### src/rtl/step_ctx_scheduler.sv
// step_ctx_scheduler
//   Shares one combinational step-function datapath among NCTX contexts.
//   Each context keeps its own state register. On each cycle, at most one
//   requesting context is picked round-robin. Its state and input go to the
//   datapath, the next-state is written back, and the step output is
//   registered.
//
// Ports
//   clk        clock
//   rst        synchronous active-high reset
//   req        per-context step request (level)
//   req_in     per-context 1-bit step input, used when that context is granted
//   restart    per-context restart pulse (reload RST_STATE, clear halted)
//   dp_arg     state of the selected context, sent to the datapath
//   dp_in      req_in of the selected context, sent to the datapath
//   dp_res     datapath result {cont, out[OW-1:0], next[SW-1:0]}
//   grant      one-hot selected context (combinational), 0 when none
//   out_valid  registered step-result valid
//   out_ctx    context index of out_data
//   out_data   registered step output
//   halted     per-context halted flag (registered)
//
// Build option
//   STEP_SCHED_HALT_EN : a step that returns cont=0 halts its context until
//                        that context is restarted. When this macro is not
//                        defined, cont is ignored and halted is always 0.
module step_ctx_scheduler #(
  parameter int unsigned     NCTX      = 4,
  parameter int unsigned     SW        = 8,
  parameter int unsigned     OW        = 8,
  parameter logic [SW-1:0]   RST_STATE = '0
) (
  input  logic                    clk,
  input  logic                    rst,
  input  logic [NCTX-1:0]         req,
  input  logic [NCTX-1:0]         req_in,
  input  logic [NCTX-1:0]         restart,
  output logic [SW-1:0]           dp_arg,
  output logic                    dp_in,
  input  logic [SW+OW:0]          dp_res,
  output logic [NCTX-1:0]         grant,
  output logic                    out_valid,
  output logic [$clog2(NCTX)-1:0] out_ctx,
  output logic [OW-1:0]           out_data,
  output logic [NCTX-1:0]         halted
);

  localparam int unsigned   CW     = $clog2(NCTX);
  localparam logic [CW:0]   NCTX_W = (CW+1)'(NCTX);
  localparam logic [CW-1:0] LAST   = CW'(NCTX - 1);

  logic [SW-1:0]   state [NCTX];
  logic [CW-1:0]   ptr;
  logic [CW-1:0]   sel;
  logic [CW:0]     idx;
  logic            found;
  logic [NCTX-1:0] elig;

  logic            cont;
  logic [OW-1:0]   res_out;
  logic [SW-1:0]   res_next;

  assign cont     = dp_res[SW+OW];
  assign res_out  = dp_res[SW+OW-1:SW];
  assign res_next = dp_res[SW-1:0];

  // A context that is restarting in this cycle is excluded from selection.
  // This makes restart win over a grant without any extra arbitration.
  assign elig = req & ~halted & ~restart;

  // Round-robin search. Start at ptr and wrap; the first eligible index wins.
  always_comb begin
    found = 1'b0;
    sel   = '0;
    idx   = '0;
    for (int unsigned k = 0; k < NCTX; k++) begin
      idx = {1'b0, ptr} + (CW+1)'(k);
      if (idx >= NCTX_W) idx = idx - NCTX_W;
      if (!found && elig[idx[CW-1:0]]) begin
        found = 1'b1;
        sel   = idx[CW-1:0];
      end
    end
    if (rst) found = 1'b0;
  end

  always_comb begin
    grant = '0;
    if (found) grant[sel] = 1'b1;
  end

  assign dp_arg = found ? state[sel] : state[0];
  assign dp_in  = found ? req_in[sel] : 1'b0;

  always_ff @(posedge clk) begin
    if (rst) begin
      for (int unsigned i = 0; i < NCTX; i++) state[i] <= RST_STATE;
      ptr       <= '0;
      out_valid <= 1'b0;
      out_ctx   <= '0;
      out_data  <= '0;
    end else begin
      for (int unsigned i = 0; i < NCTX; i++) begin
        if (restart[i]) state[i] <= RST_STATE;
      end
      // sel is never a restarting context, so these two writes cannot
      // target the same entry.
      if (found) begin
        state[sel] <= res_next;
        out_data   <= res_out;
        out_ctx    <= sel;
        ptr        <= (sel == LAST) ? '0 : sel + 1'b1;
      end
      out_valid <= found;
    end
  end

`ifdef STEP_SCHED_HALT_EN
  always_ff @(posedge clk) begin
    if (rst) begin
      halted <= '0;
    end else begin
      for (int unsigned i = 0; i < NCTX; i++) begin
        if (restart[i]) halted[i] <= 1'b0;
      end
      if (found && !cont) halted[sel] <= 1'b1;
    end
  end
`else
  logic unused_cont;
  assign unused_cont = cont;
  assign halted      = '0;
`endif

endmodule

### config.mk
export PLATFORM = sky130hd
export DESIGN_NAME = step_ctx_scheduler
export DESIGN_NICKNAME = d
export VERILOG_FILES = /design/src/rtl/step_ctx_scheduler.sv
export SDC_FILE = /design/constraint.sdc
export NUM_CORES = 1
export LEC_CHECK = 0
export CAP_MARGIN = 30
export CORE_MARGIN = 2
export CORE_UTILIZATION = 43
export CTS_CLUSTER_SIZE = 28
export DETAILED_ROUTE_END_ITERATION = 8
export PLACE_DENSITY = 0.86
export SYNTH_ARGS = -nofsm -noshare
export SYNTH_HDL_FRONTEND = slang
export SYNTH_SLANG_ARGS = --single-unit
### constraint.sdc
create_clock -name clk -period 2.3 [get_ports clk]
set_clock_uncertainty 0.2 [all_clocks]
set_input_delay 0.345 -clock clk [delete_from_list [all_inputs] [get_ports clk]]
set_output_delay 0.345 -clock clk [all_outputs]
set_load 0.03 [all_outputs]
==> qor.csv, run 1 <==
metric,value,unit
period_needed,2.79,ns
yosys_warnings,0,
final_nets,344,
place_area,3090,µm²
io-pin-count,59,
ys_seq_area_frac,0.551,
syn_area,2220,µm²
diodes,0,
grt_pass1_vias,2015,
routedWlPerCell,16.9,µm
dp_hpwl,4040,µm
arrival,2.24,ns
drc,0,
vias,2008,
grt_max_degree,18,
track_usage,0.230,
htree_num_levels,2,
violations,setup timing,
multi_input_area,1020,µm²
fp-row-count,26,
critPathLaunchType,flop,
rsz0062_at_grt,true,
synth_cell_types,40,
setup_violations,37,
drv_slew,0,
finalHoldViolCount,0,
finalCritPeriodShare,1.21,
numCtsBuffers,5,
drive_above_1_share,0.340,
total_power,2160,µW
seq_area,1220,µm²
fillers,341,
yosys.area.top_type,edfxtp_1,
initial_utilization,0.440,
fin_cells,382,
hold_ws,0.261,ns
first_pass_iters,6,
syn_avg_cell_area,10.7,µm²
clock_path_buffers,2,
outcome,"finished, violations left",
grt.overflow.total,0,
syn_to_final_growth,54.1,%
ant_nets,0,
tritoncts,done,
syn_inst,207,
routed_wl,6470,µm
cts.clk_slew.worst_paths,0.09,ns
worst_slack,-0.488,ns
io_buffer_count,53,
synth.area.top_cells,"edfxtp_1 43%, dfxtp_1 12%, and2_1 5.4%",
peakVddDrop,0.000494,V
die-area,5750,µm²
die_x,75.8,µm
fmax,359,MHz
end_kind,output port,
crit_type,reg -> out,
cp.required,1.75,ns
dp.cells,361,
path_max_fanout,7,
grt_pass1_wl,9680,µm
min_path_type,reg -> reg,
die_y,75.8,µm
clock_latency,0.30,ns
core-area,5040,µm²
synth_top_cell_area_share,0.433,
p_leak,0.00154,µW
cts.sinks,45,
cts-root-buf,clkbuf_8,
antenna_found_initial,0,
ys_ff_latch,45,
power.density,633,nW/µm²
vias_per_cell,5.26,
maxCapViolCount,0,
final_cell_area,3420,µm²
drt_iter0_drc,240,
gp_congestion,0.854,
-- power by group --
| part | internal, µW | switching (µW) | leakage (µW) |
|---|---|---|---|
| logic | 328 | 364 | 0.00102 |
| registers | 938 | 24.9 | 0.000469 |
| clock network | 216 | 291 | 0.0000445 |
-- final timing paths --
check	startpoint	endpoint	slack, ns	cells past startpoint
hold reg to reg	out_ctx[0]$_SDFFE_PP0P_	out_ctx[0]$_SDFFE_PP0P_	0.26	2
setup reg to reg	ptr[1]$_SDFFE_PP0P_	state[3][2]$_SDFFCE_PN0P_	-0.18	8
setup / recovery	ptr[1]$_SDFFE_PP0P_	dp_arg[7]	-0.49	7
hold / removal	out_ctx[0]$_SDFFE_PP0P_	out_ctx[0]$_SDFFE_PP0P_	0.26	2
-- logic make-up (layout without fill, tap and decap cells) --
| group | Yosys count | after routing | synth area share |
|---|---|---|---|
| simple gates | 89 | 89 | 0.223 |
| fa+ha+maj | 2 | 2 | 0.0113 |
| buf+inv | 25 | 127 | 0.0570 |
| flops | 45 | 45 | 0.551 |
| mux | 8 | 8 | 0.0361 |
| other cells | 1 | 4 | 0.00169 |
| compound gates | 37 | 37 | 0.120 |
-- metrics by stage --
step	setup slack (ns)	setup TNS (ns)	utilization
floorplan	-0.398	-3.46	-
global placement	-0.640	-30.54	0.612
detailed placement	-0.666	-33.37	0.612
CTS	-0.460	-5.22	0.666
global route	-0.565	-8.93	0.677
finish	-0.488	-6.42	0.677
-- final cells by class --
| cell class | instances | area share |
|---|---|---|
| clock buffers | 5 | 0.0201 |
| multi-input cells | 140 | 0.298 |
| flip-flops and latches | 45 | 0.358 |
| well taps | 70 | 0.0256 |
| clock inverters | 3 | 0.00623 |
| inverters | 11 | 0.0121 |
| repair buffers | 108 | 0.279 |
-- layout by cell type (no fill, tap or decap), types with 8 or more instances in the layout --
master / n
buf_6: 11
a222oi_1: 8
and2_1: 17
clkdlybuf4s50_1: 32
a21oi_1: 13
edfxtp_1: 32
and3_1: 16
inv_1: 9
dfxtp_1: 11
mux2i_1: 8
nand2_1: 20
nor2_1: 11
buf_4: 56
-- registers in the layout, indices dropped and copies added, names as in the netlist --
register,cells
out_ctx,2
out_data,8
out_valid,1
ptr,2
state,32
-- critical path, cell delays in order, from the launching register on --
cell and delay (ns):
dfxtp_2 0.35, or4b_4 0.52, o31a_4 0.15, nand2_8 0.11, buf_6 0.13, mux2i_1 0.07
a222oi_1 0.36, buf_4 0.23
-- synth_stat cells --
cell type and count:
buf_12 1, o21a_1 2, or4b_4 1, mux2i_1 8
o22a_1 1, clkbuf_1 7, buf_2 1, nor2_1 13
conb_1 1, inv_1 10, o31ai_1 1, dfxtp_1 13
nor3_4 1, o22a_2 1, and4_1 1, nand3_1 4
nand2_1 20, edfxtp_1 32, nand2b_1 5, ha_1 2
and2_1 19, a21oi_1 13, o31a_2 1, a311o_1 1
nor3_1 2, a222oi_1 8, buf_4 4, o21ai_2 1
and3_1 17, buf_1 1, nor2b_1 2, and3b_1 1
nand4_1 1, a211o_1 2, o21ai_1 1, nand2_4 1
nor3b_1 1, inv_2 1, a22oi_1 1, o21ai_0 4
-- timing repair --
item                                    4_1_cts  5_1_grt
hold buffers                                  0        0
gates resized for setup                      40       17
pin swaps                                    10        6
endpoints found under the hold margin         0        0
endpoints found under the setup margin       51       41
setup buffers                                10        4
-- metal layers --
metal | share of wire | GRT usage
met5 | 0 | 0
met4 | 0.032 | 0.0780
met3 | 0.064 | 0.0622
met2 | 0.51 | 0.405
met1 | 0.39 | 0.270
(Power assumes the default switching activity.)
==> run 2: changes to the inputs <==
Settings changed: CORE_MARGIN 2 to not set.
==> run 2 against run 1 <==
  * The run still ends with setup timing left
  * Setup slack worse by 0.042 ns
  * Maximum frequency down 1.5%
  * Combinational power up 7.6%
  * Final area up 4.0%
==> qor.csv, run 2 (synthesis results as in run 1) <==
metric,value,unit,change
grt_max_degree,18,,unchanged
arrival,2.29,ns,was 2.24 ns
power_frac_comb,0.322,,was 0.320
drc,0,,unchanged
cp_top_family,compound AO/OA/AOI/OAI gates,,was simple AND/OR/NAND/NOR gates
dp_hpwl,3950,µm,was 4040 µm
grt_pass1_wl,10200,µm,was 9680 µm
slowest_stage,a222oi_1,,was or4b_4
die_x,73.8,µm,was 75.8 µm
gp_congestion,0.864,,was 0.854
crit_type,reg -> out,,unchanged
hold_buffers,0,,unchanged
layout_commonest_cell,buf_4,,unchanged
io_buffer_count,53,,unchanged
initial_utilization,0.457,,was 0.440
peakVddDrop,0.000553,V,was 0.000494 V
drive_above_1_share,0.358,,was 0.340
power.density,652,nW/µm²,was 633 nW/µm²
tritoncts,done,,unchanged
period_needed,2.83,ns,was 2.79 ns
rsz0062_at_grt,true,,unchanged
hold_ws,0.255,ns,was 0.261 ns
drt_iter0_drc,188,,was 240
drv_slew,0,,unchanged
crit_chain,buf_4 -> nor3b_4 -> o31a_4 -> nand2_8 -> inv_2 -> buf_6 -> o21ai_4 -> a222oi_1 -> buf_4,,was or4b_4 -> o31a_4 -> nand2_8 -> buf_6 -> mux2i_1 -> a222oi_1 -> buf_4
dp.cells,355,,was 361
outcome,"finished, violations left",,unchanged
grt.overflow.total,0,,unchanged
cts.clk_slew.worst_paths,0.09,ns,about the same
p_switching,689,µW,was 680 µW
largest_register_ffs,32,,unchanged
finalHoldViolCount,0,,unchanged
critPathLaunch,ptr[1]$_SDFFE_PP0P_,,unchanged
cts.sinks,45,,unchanged
fmax,353,MHz,was 359 MHz
grt_pass1_vias,2054,,"was 2,015"
power.share.sequential,0.417,,was 0.445
top_regs,"state x32, out_data x8",,unchanged
antenna_found_initial,0,,unchanged
path_max_fanout,8,,was 7
maxCapViolCount,0,,unchanged
p_sw_frac,0.298,,was 0.315
setup_violations,37,,unchanged
end_kind,output port,,unchanged
clkPwrFrac,0.261,,was 0.234
r2r_start,ptr[1]$_SDFFE_PP0P_,,unchanged
syn_to_final_growth,60.2,%,was 54.1%
largest-register,state,,unchanged
vias,2037,,"was 2,008"
p_int,1630,µW,was 1480 µW
cp.required,1.75,ns,about the same
clock_path_buffers,2,,unchanged
total_power,2320,µW,was 2160 µW
io-pin-count,59,,unchanged
min_path_type,reg -> reg,,unchanged
core-area,4850,µm²,was 5040 µm²
fin_cells,383,,was 382
die-area,5450,µm²,was 5750 µm²
routedWlPerCell,17.7,µm,was 16.9 µm
critPathLaunchType,flop,,unchanged
vias_per_cell,5.32,,was 5.26
fillers,312,,was 341
routed_wl,6790,µm,was 6470 µm
die_y,73.8,µm,was 75.8 µm
mostFrequentLayoutCells,"52 x buf_4, 32 x clkdlybuf4s50_1, 32 x edfxtp_1, 20 x nand2_1, 17 x and2_1",,"was 56 x buf_4, 32 x clkdlybuf4s50_1, 32 x edfxtp_1, 20 x nand2_1, 17 x and2_1"
track_usage,0.256,,was 0.230
diodes,0,,unchanged
crit_path_frequent_cell,buf_4,,
clock_latency,0.31,ns,was 0.30 ns
worst_slack,-0.531,ns,was -0.488 ns
finalCritPeriodShare,1.23,,was 1.21
violations,setup timing,,unchanged
first_pass_iters,4,,was 6
htree_num_levels,2,,unchanged
slowest_delay,0.42,ns,was 0.52 ns
cts-root-buf,clkbuf_8,,unchanged
final_nets,348,,was 344
hold_start,out_data[7]$_SDFFE_PP0P_,,was out_ctx[0]$_SDFFE_PP0P_
fp-row-count,25,,was 26
ant_nets,0,,unchanged
numCtsBuffers,5,,unchanged
cp_num_buf_inv,4,,was 2
p_leak,0.00157,µW,was 0.00154 µW
## run 2: cell types whose count changed in the layout (fill, tap and decap cells not counted), moves of 2 or more
cell and change:
buf_12 +2, buf_4 -4, buf_6 +5, mux2i_1 -2, mux2i_2 +2, nor2b_2 -2
o21ai_2 -2, o21ai_4 +2
## run 2: per-layer routing
metal  share of wire  up-vias  GRT usage
met3           0.076       16     0.0672
li1                -      960          -
met2            0.51       89      0.444
met5               0        -          0
met4           0.025        0     0.0833
met1            0.39      972      0.309
## run 2: repair_timing
action / in CTS / in global routing
gates cloned: 1 / 0
gates resized for setup: 50 / 25
setup buffers: 14 / 7
pin swaps: 9 / 11
endpoints found under the setup margin: 53 / 53
## run 2: worst paths after layout
| check | to | slack (ns) | cells after the start |
|---|---|---|---|
| worst min-delay path | out_data[7]$_SDFFE_PP0P_ | 0.26 | 2 |
| worst max register to register | state[1][4]$_SDFFCE_PN0P_ | -0.28 | 9 |
| worst min register to register | out_data[7]$_SDFFE_PP0P_ | 0.26 | 2 |
| worst max-delay path | dp_arg[5] | -0.53 | 9 |
## run 2: worst reg2reg max path, delay by kind of cell, from the launching register on
family,cells,cell delay [ns]
flip-flops,1,0.37
buffers and inverters,4,0.44
adder cells (fa/ha/maj),1,0.15
AND/OR/NAND/NOR,2,0.62
AO/OA/AOI/OAI,2,0.53
## run 2: area by class of cell
cell class,instances,area (µm²),share of cell area
Multi-Input combinational cell,140,1050,0.296
Clock inverter,2,38.8,0.0109
Tap cell,67,83.8,0.0236
Sequential cell,45,1230,0.345
Timing Repair Buffer,112,1040,0.292
Clock buffer,6,72.6,0.0204
Inverter,11,41.3,0.0116
## run 2: per-stage QoR
step / instance area, µm² / util / TNS (ns) / setup WS [ns]
floorplan: 2270 / - / -3.46 / -0.398
global placement: 3060 / 0.631 / -28.96 / -0.699
detailed placement: 3060 / 0.631 / -32.94 / -0.737
CTS: 3470 / 0.715 / -5.86 / -0.497
global route: 3550 / 0.732 / -10.61 / -0.580
finish: 3550 / 0.732 / -9.01 / -0.531
## run 2: power by group through the flow
stage               Sequential (µW)  Combinational, µW  Clock [µW]
detailed placement              980                592           0
finish                          964                746         605
global route                    971                786         637
floorplan                      1010                300           0
global placement                977                581           0
CTS                             962                696         606
